[src/rtl/bht_update_ctrl.sv]
// rtl/bht_update_ctrl.sv - BHT init sweep and pipelined saturating-counter update sequencer
module bht_update_ctrl #(
    parameter int          DPT    = 64,
    parameter logic [1:0]  RSTVAL = 2'b10,
    localparam int         ADW    = $clog2(DPT)
) (
    input  logic           clk,
    input  logic           srst,
    input  logic           i_flush,
    input  logic           i_upd_valid,
    output logic           o_upd_ready,
    input  logic [ADW-1:0] i_upd_idx,
    input  logic           i_upd_taken,
    output logic           o_init_busy,
    output logic           o_bht_wren,
    output logic [ADW-1:0] o_bht_waddr,
    output logic [1:0]     o_bht_wdata,
    output logic           o_bht_rden1,
    output logic [ADW-1:0] o_bht_raddr1,
    input  logic [1:0]     i_bht_rdata1
);

    typedef enum logic {INIT, RUN} state_t;

    localparam logic [ADW-1:0] LAST_ADDR = ADW'(DPT - 1);

    state_t         state_q;
    logic [ADW-1:0] sweep_q;
    logic           ready_q;
    logic           busy_q;

    logic           s1_valid;
    logic [ADW-1:0] s1_idx;
    logic           s1_taken;

    logic           fwd_valid;
    logic [ADW-1:0] fwd_addr;
    logic [1:0]     fwd_data;

    logic           accept;
    logic           fwd_hit;
    logic [1:0]     cur;
    logic [1:0]     nxt;

    // srst gates the strobes combinationally so nothing reaches the RAM in the cycle it is raised
    assign accept  = ~srst & ready_q & i_upd_valid;
    assign fwd_hit = fwd_valid & (fwd_addr == s1_idx);

    always_comb begin
        cur = fwd_hit ? fwd_data : i_bht_rdata1;
        if (s1_taken) begin
            nxt = (cur == 2'd3) ? 2'd3 : cur + 2'd1;
        end else begin
            nxt = (cur == 2'd0) ? 2'd0 : cur - 2'd1;
        end
    end

    always_comb begin
        o_bht_wren   = 1'b0;
        o_bht_waddr  = '0;
        o_bht_wdata  = 2'b00;
        o_bht_rden1  = 1'b0;
        o_bht_raddr1 = '0;
        if (!srst) begin
            if (state_q == INIT) begin
                o_bht_wren  = 1'b1;
                o_bht_waddr = sweep_q;
                o_bht_wdata = RSTVAL;
            end else if (s1_valid) begin
                o_bht_wren  = 1'b1;
                o_bht_waddr = s1_idx;
                o_bht_wdata = nxt;
            end
            if (accept) begin
                o_bht_rden1  = 1'b1;
                o_bht_raddr1 = i_upd_idx;
            end
        end
    end

    assign o_upd_ready = ready_q;
    assign o_init_busy = busy_q;

    always_ff @(posedge clk) begin
        if (srst) begin
            state_q   <= INIT;
            sweep_q   <= '0;
            ready_q   <= 1'b0;
            busy_q    <= 1'b1;
            s1_valid  <= 1'b0;
            s1_idx    <= '0;
            s1_taken  <= 1'b0;
            fwd_valid <= 1'b0;
            fwd_addr  <= '0;
            fwd_data  <= 2'b00;
        end else begin
            case (state_q)
                INIT: begin
                    s1_valid  <= 1'b0;
                    fwd_valid <= 1'b0;
                    if (i_flush) begin
                        sweep_q <= '0;
                    end else if (sweep_q == LAST_ADDR) begin
                        state_q <= RUN;
                        sweep_q <= '0;
                        ready_q <= 1'b1;
                        busy_q  <= 1'b0;
                    end else begin
                        sweep_q <= sweep_q + 1'b1;
                    end
                end
                RUN: begin
                    s1_valid  <= accept & ~i_flush;
                    s1_idx    <= i_upd_idx;
                    s1_taken  <= i_upd_taken;
                    // only the most recent write can be hidden from the RAM read port
                    fwd_valid <= s1_valid & ~i_flush;
                    fwd_addr  <= s1_idx;
                    fwd_data  <= nxt;
                    if (i_flush) begin
                        state_q <= INIT;
                        sweep_q <= '0;
                        ready_q <= 1'b0;
                        busy_q  <= 1'b1;
                    end
                end
                default: begin
                    state_q <= INIT;
                    sweep_q <= '0;
                end
            endcase
        end
    end

endmodule

[config.mk]
export PLATFORM = sky130hd
export DESIGN_NAME = bht_update_ctrl
export DESIGN_NICKNAME = d
export VERILOG_FILES = /design/src/rtl/bht_update_ctrl.sv
export SDC_FILE = /design/constraint.sdc
export NUM_CORES = 1
export LEC_CHECK = 0
export BUFFER_PORTS_ARGS = -buffer_cell sky130_fd_sc_hd__clkbuf_2
export CELL_PAD_IN_SITES_DETAIL_PLACEMENT = 0
export CELL_PAD_IN_SITES_GLOBAL_PLACEMENT = 1
export CORE_MARGIN = 5
export CORE_UTILIZATION = 38
export DETAILED_ROUTE_END_ITERATION = 10
export GPL_TIMING_DRIVEN = 0
export PLACE_DENSITY_LB_ADDON = 0.1
export SLEW_MARGIN = 20
export SYNTH_ARGS = -nofsm -noshare
export SYNTH_HDL_FRONTEND = slang
export SYNTH_SLANG_ARGS = --single-unit
[constraint.sdc]
create_clock -name clk -period 2.07 [get_ports clk]
set_input_delay 0.414 -clock clk [delete_from_list [all_inputs] [get_ports clk]]
set_output_delay 0.414 -clock clk [all_outputs]
set_load 0.01 [all_outputs]
### Yosys cells after proc, flatten, opt, wreduce, memory -nomap -nowiden

Index checks and enable logic that the tools add are counted.

| storage, ports and cells | value |
|---|---|
| flip-flop bits (word level) | 26 |
| input bits | 13 |
| output and inout port bits | 18 |

| cells by class | value |
|---|---|
| $add $sub $neg | 3 |
| equality and inequality tests | 6 |
| mux-type cells | 35 |
| bitwise logic cells | 8 |
| reductions and logical operators | 2 |

Operators with widths:

| kind | count |
|---|---|
| $mux W6 | 8 |
| $mux W1 | 14 |
| $mux W2 | 7 |
| $pmux W6 S2 | 1 |
| $pmux W1 S2 | 5 |
| $add A6 B1 Y6 const B | 1 |
| $eq A6 B6 Y1 | 1 |
| $eq A6 B6 Y1 const B | 1 |
| $and A1 B1 Y1 | 5 |
| $ne A2 B2 Y1 const B | 2 |
| $not A1 Y1 | 3 |
| $reduce_and A3 Y1 | 1 |
| $add A2 B1 Y2 const B | 1 |
| $eq A2 B2 Y1 const B | 1 |
| $logic_not A2 Y1 | 1 |
| $ne A2 B1 Y1 const B | 1 |
| $sub A2 B1 Y2 const B | 1 |

### Longest topological paths before layout

| depth | value |
|---|---|
| depth after elaboration | 9 |
| gate-level depth with buffers | 6 |
| gate-level depth less buffers | 6 |

### Worst setup path after synthesis

OpenSTA, ideal clock, no wires.

| path | value |
|---|---|
| kind | reg-to-output |
| from | reg s1_idx[4] |
| to | out o_bht_wdata[0] |
| arrival | 1.564 ns |
| path slack | 0.092 ns |
| cell stages (with the launch flop) | 6 |
| buffers on the path | 0 |
| path through | dfxtp_1 > xor2_1 > or4b_4 > o21ai_2 > a211oi_1 > nor3_1 |

| between the ends | value |
|---|---|
| cells in the longest elaborated chain, start to end | 9 |

RTL lines:

| item | line | text |
|---|---|---|
| start, declared | 33 | `logic [ADW-1:0] s1_idx;` |
| start signal, assigned | 114 | `s1_idx <= i_upd_idx;` |
| $eq A6 B6 Y1 * | 47 | `assign fwd_hit = fwd_valid & (fwd_addr == s1_idx);` |
| $and A1 B1 Y1 * | 47 |  |
| $mux W2 * | 50 | `cur = fwd_hit ? fwd_data : i_bht_rdata1;` |
| $sub A2 B1 Y2 (tied with other cells) | 54 | `nxt = (cur == 2'd0) ? 2'd0 : cur - 2'd1;` |
| $mux W2, on equally long branches | 54, 52 |  |
| $mux W2 * | 51 | `if (s1_taken) begin` |
| $mux W2 * | 69 | `end else if (s1_valid) begin` |
| $mux W2 * | 65 | `if (state_q == INIT) begin` |
| $mux W2 * | 64 | `if (!srst) begin` |
| end, declared | 17 | `output logic [1:0] o_bht_wdata,` |

Mark *: on every way between the ends. The rest lies on a longest branch, timed or not.

### Worst setup path after layout

| path | value |
|---|---|
| from | reg fwd_addr[3] |
| to | out o_bht_wdata[1] |

| between the ends | value |
|---|---|
| cells in the longest elaborated chain, start to end | 9 |

RTL lines:

| item | line | text |
|---|---|---|
| start, declared | 37 | `logic [ADW-1:0] fwd_addr;` |
| start signal, assigned | 118 | `fwd_addr <= s1_idx;` |
| $eq A6 B6 Y1 * | 47 |  |
| $and A1 B1 Y1 * | 47 |  |
| $mux W2 * | 50 |  |
| $sub A2 B1 Y2 (tied with other cells) | 54 |  |
| $mux W2, on equally long branches | 54, 52 |  |
| $mux W2 * | 51 |  |
| $mux W2 * | 69 |  |
| $mux W2 * | 65 |  |
| $mux W2 * | 64 |  |

Marked as above.

==> results <==
- The share of the core filled with cells is 50.1%.
- The number of DRC markers after the initial detailed-route iteration is 94.
- The top achievable clock speed is 0.412 GHz.
- After legalization and detailed placement, the total HPWL measured 2450 um.
- The number of antenna diodes in the final layout is 0.
- Among all flip-flop cells after synthesis, the most frequent one is sky130_fd_sc_hd__dfxtp_1.
- For hold timing, the worst endpoint is s1_valid.
- The via count of the first global-routing pass is 1,180.
- The share of power burned in combinational logic is 5.9%.
- The sequential cell area fraction in the yosys report is 39.3%.
- At the end of routability-driven placement, the weighted congestion stood at 0.778.
- The core outline area is 3360 um2.
- The total die area is 4760 um2.
- The largest buffer count on any clock path is 2.
- Counting the fill cells in the layout gives 356.
- The effective utilization at floorplan is 39.4%.
- Counting instances, the worst hold path has a depth of 2.
- The count of buffers inserted at the top-level ports is 29.
- The maximum VDD drop is 217 uV.
- The floorplan die height is 69.0 um.
- The run finished, with violations left.
- Once routing completed, OpenROAD measured the worst setup slack at -355 ps.
- The count of nets left with antenna violations once routing finished came out at 0.
- The synthesized area is 1320 um2.
- The routed layout has 1,216 vias.
- For the pin with the worst max-slew slack, the measured transition is 630 ps.
- The analysis attributes to net switching a power of 193 uW.
- The CTS tree is built.
- The total of warnings raised by yosys is 0.
- Summed over all cells, the static leakage comes to 0.000636 uW.
- Summed over all layers, the global routing overflow is 0.
- The critical-path maximum fanout is 4.
- The level count of the clock H-tree is 1.
- Synthesis inferred 26 register bits.
- Summed over all instances, the cell type with the most area after synthesis is sky130_fd_sc_hd__dfxtp_1.
- The cell chosen for the clock root is sky130_fd_sc_hd__clkbuf_4.
- The kind of end point of the critical path is an output port.
- Setup violations remaining at the end of the flow were counted as 2.
- The synthesized design contains 0 enable-type register cells.
- The path type of the worst setup path is reg2out.
- The number of cells on the worst reg-to-reg path is 6.
- Leaving out filler cells and counting taps, the final layout contains 245.
- Buffers inserted during clock tree synthesis total 3.
- Entering global routing, the biggest net connects 16 pins.
- The count of TritonRoute iterations in the first routing pass is 4.
- The min-delay analysis places its worst path in the category in2reg.
- The checks that failed: setup timing.
- After synthesis, the cell types taking the most area are sky130_fd_sc_hd__dfxtp_1 39%, sky130_fd_sc_hd__mux2i_1 9.8%, sky130_fd_sc_hd__nor2_1 6.5%.
- STA puts the critical path data required time at 1660 ps.
- The worst flop-to-flop path endpoint is fwd_data[0].
- The reg2reg setup slack is 240 ps.
- The library cell used most frequently in the layout, excluding fill and tap cells, is sky130_fd_sc_hd__clkbuf_2.
- The net count of the finished layout is 214.
- The arrival time at the worst endpoint is 2010 ps.
- The total of max-cap violations is 0.
- The internal power of the cells totals 721 uW.
- The launching element type of the critical path is a flop.
- The worst path in the final design needs a cycle of 2420 ps, including I/O delays and setup.
- The average instance area after synthesis is 8.12 um2.
- Global routing used 14.1% of the available tracks across all layers.
- The via count normalized by instance count is 4.96.
- The signed area change from the synthesized netlist to the final layout is 27.2%.
- The final hold violation count is 0.
- The fraction of power consumed by sequential logic is 55.0%.
- The async set-reset flop share out of synthesis is 0%.
- Power spread over the standard cell area amounts to 543 nW/um2.
- Setup repair after global routing could not meet its margin everywhere.
- The worst-skew pair later-pin latency is 330 ps.
- The hold buffer count at cts is 0.
- The overall routed net length is 3350 um.
- The number of ports placed on the die boundary is 31.
- In this run switching power makes up 21.2% of total power.
- The final critical-path share of the clock period is 117%.
- The first global-routing pass estimated 5620 um of wire.
- The number of library cell types mapped by synthesis is 33.
- The number of max-slew violations in the final report is 0.
- The top cell types in the final layout, fill and taps aside, are 28 x sky130_fd_sc_hd__clkbuf_2, 23 x sky130_fd_sc_hd__nor2_1, 20 x sky130_fd_sc_hd__dfxtp_1.
- The site row count is 21.
- The share of layout cells above drive strength 1 is 30.2%.
- The total placed cells including tap cells is 238.
- The worst min-delay path startpoint is i_flush.
- The instance count of the mapped netlist is 163.
- The share of total power in the clock network is 39.0%.
- The final routed DRC violation total is 0.
- Clock-pin slew was measured on the worst setup and hold paths at 150 ps.
- For the final database, setup skew stands at 7.49 ps.
- The launch point of the worst reg-to-reg path is fwd_addr[3].
- In this run the horizontal extent of the chip is 69.0 um.
- Adding up every negative setup slack in the final design gives -702 ps.
- Summing internal, switching and leakage power gives 914 uW.
- The tightest slew margin relative to the limit is 58.0%.
- The number of antenna violations at the first check in global routing is 0.
- The number of clock sinks seen by CTS is 26.
- At the placement stage, the worst setup path has a slack of -86.6 ps.
- Counting every net in the synthesized netlist gives 177.
- Dividing the detail-routed wire length by the instance count gives 13.7 um.
- The area fraction of the dominant cell type after synthesis is 39.3%.
## registers in the layout, summed over array words and instances (netlist names)
| name | cells |
|---|---|
| fwd_data | 2 |
| o_upd_ready | 1 |
| o_init_busy | 1 |
| state_q | 1 |
| s1_taken | 1 |
| fwd_valid | 1 |
| s1_idx | 6 |
| sweep_q | 6 |
| s1_valid | 1 |
| fwd_addr | 6 |
## metrics by stage
step	hold slack, ps	instance area (um2)
floorplan	458	1320
global placement	473	1530
detailed placement	474	1530
CTS	300	1650
global route	308	1680
finish	299	1680
## synthesized netlist by cell type (all sizes together), types with 2 or more instances
cell type and n:
inv 4, or2 2, clkbuf 8, o22ai 2
xor2 4, nor2 23, nand4b 2, a21oi 17
nor4 3, dfxtp 26, xnor2 4, mux2i 13
o21ai 4, buf 2, nand3 11, a21boi 2
nand2b 3, and2 8, nand2 12, a211oi 2
nor3 2
## power groups by stage
stage,clock network (uW),registers [uW],logic [uW]
final,357,503,54.0
after global routing,387,504,60.6
after CTS,369,503,51.3
after detailed placement,0,515,48.6
after global placement,0,515,47.6
after floorplan,0,515,25.5
## layer usage
layer	wire (um)	share of wire, %	up-vias	GRT usage, %
met2	1570	47	25	23.0
met1	1610	48	558	18.4
li1	-	-	631	-
met3	147	4.4	2	3.63
met4	23	0.69	0	3.90
met5	0	0	-	0
## critical path, stage by stage (launching register included)
cell                       delay, ps
sky130_fd_sc_hd__dfxtp_2         370
sky130_fd_sc_hd__xor2_2          200
sky130_fd_sc_hd__or4b_4          560
sky130_fd_sc_hd__o21ai_4         180
sky130_fd_sc_hd__and2_4          170
sky130_fd_sc_hd__o22ai_2          60
sky130_fd_sc_hd__clkbuf_2        140
## kinds of logic after synthesis
logic type,after synthesis,synth area share (%)
fa+ha+maj,1,0.945
flops,26,39.3
mux,13,9.83
simple gates,72,27.6
buf+inv,14,3.97
compound gates,29,13.0
xor+xnor,8,5.29
## worst max path at each step
stage | depth (start not counted) | slack (ps) | end | from
2_1_floorplan | 5 | 90 | o_bht_wdata[0] | s1_idx[4]
3_3_place_gp | 6 | -40 | o_bht_wdata[0] | s1_idx[4]
3_5_place_dp | 6 | -90 | o_bht_wdata[0] | s1_idx[4]
4_1_cts | 6 | -380 | o_bht_wdata[0] | s1_idx[1]
5_1_grt | 6 | -450 | o_bht_wdata[0] | fwd_addr[3]
6_report | 6 | -350 | o_bht_wdata[1] | fwd_addr[3]
## final cells by class
cell class | count | area (um2) | area share (%)
clock buffer | 3 | 22.5 | 1.34
sequential | 26 | 531 | 31.5
timing repair buffer | 34 | 183 | 10.8
tap | 46 | 57.6 | 3.42
buffer | 8 | 37.5 | 2.23
clock inverter | 1 | 30.0 | 1.78
multi-input combinational | 123 | 808 | 48.0
inverter | 4 | 15.0 | 0.892
## what timing repair did
action,CTS,global route
setup endpoints to repair,8,8
setup buffers,5,0
resized for setup,13,10
endpoints found under the hold margin,0,0
pin swaps,5,0
cloned,0,0
No activity file was read; power rests on OpenSTA's default activity.
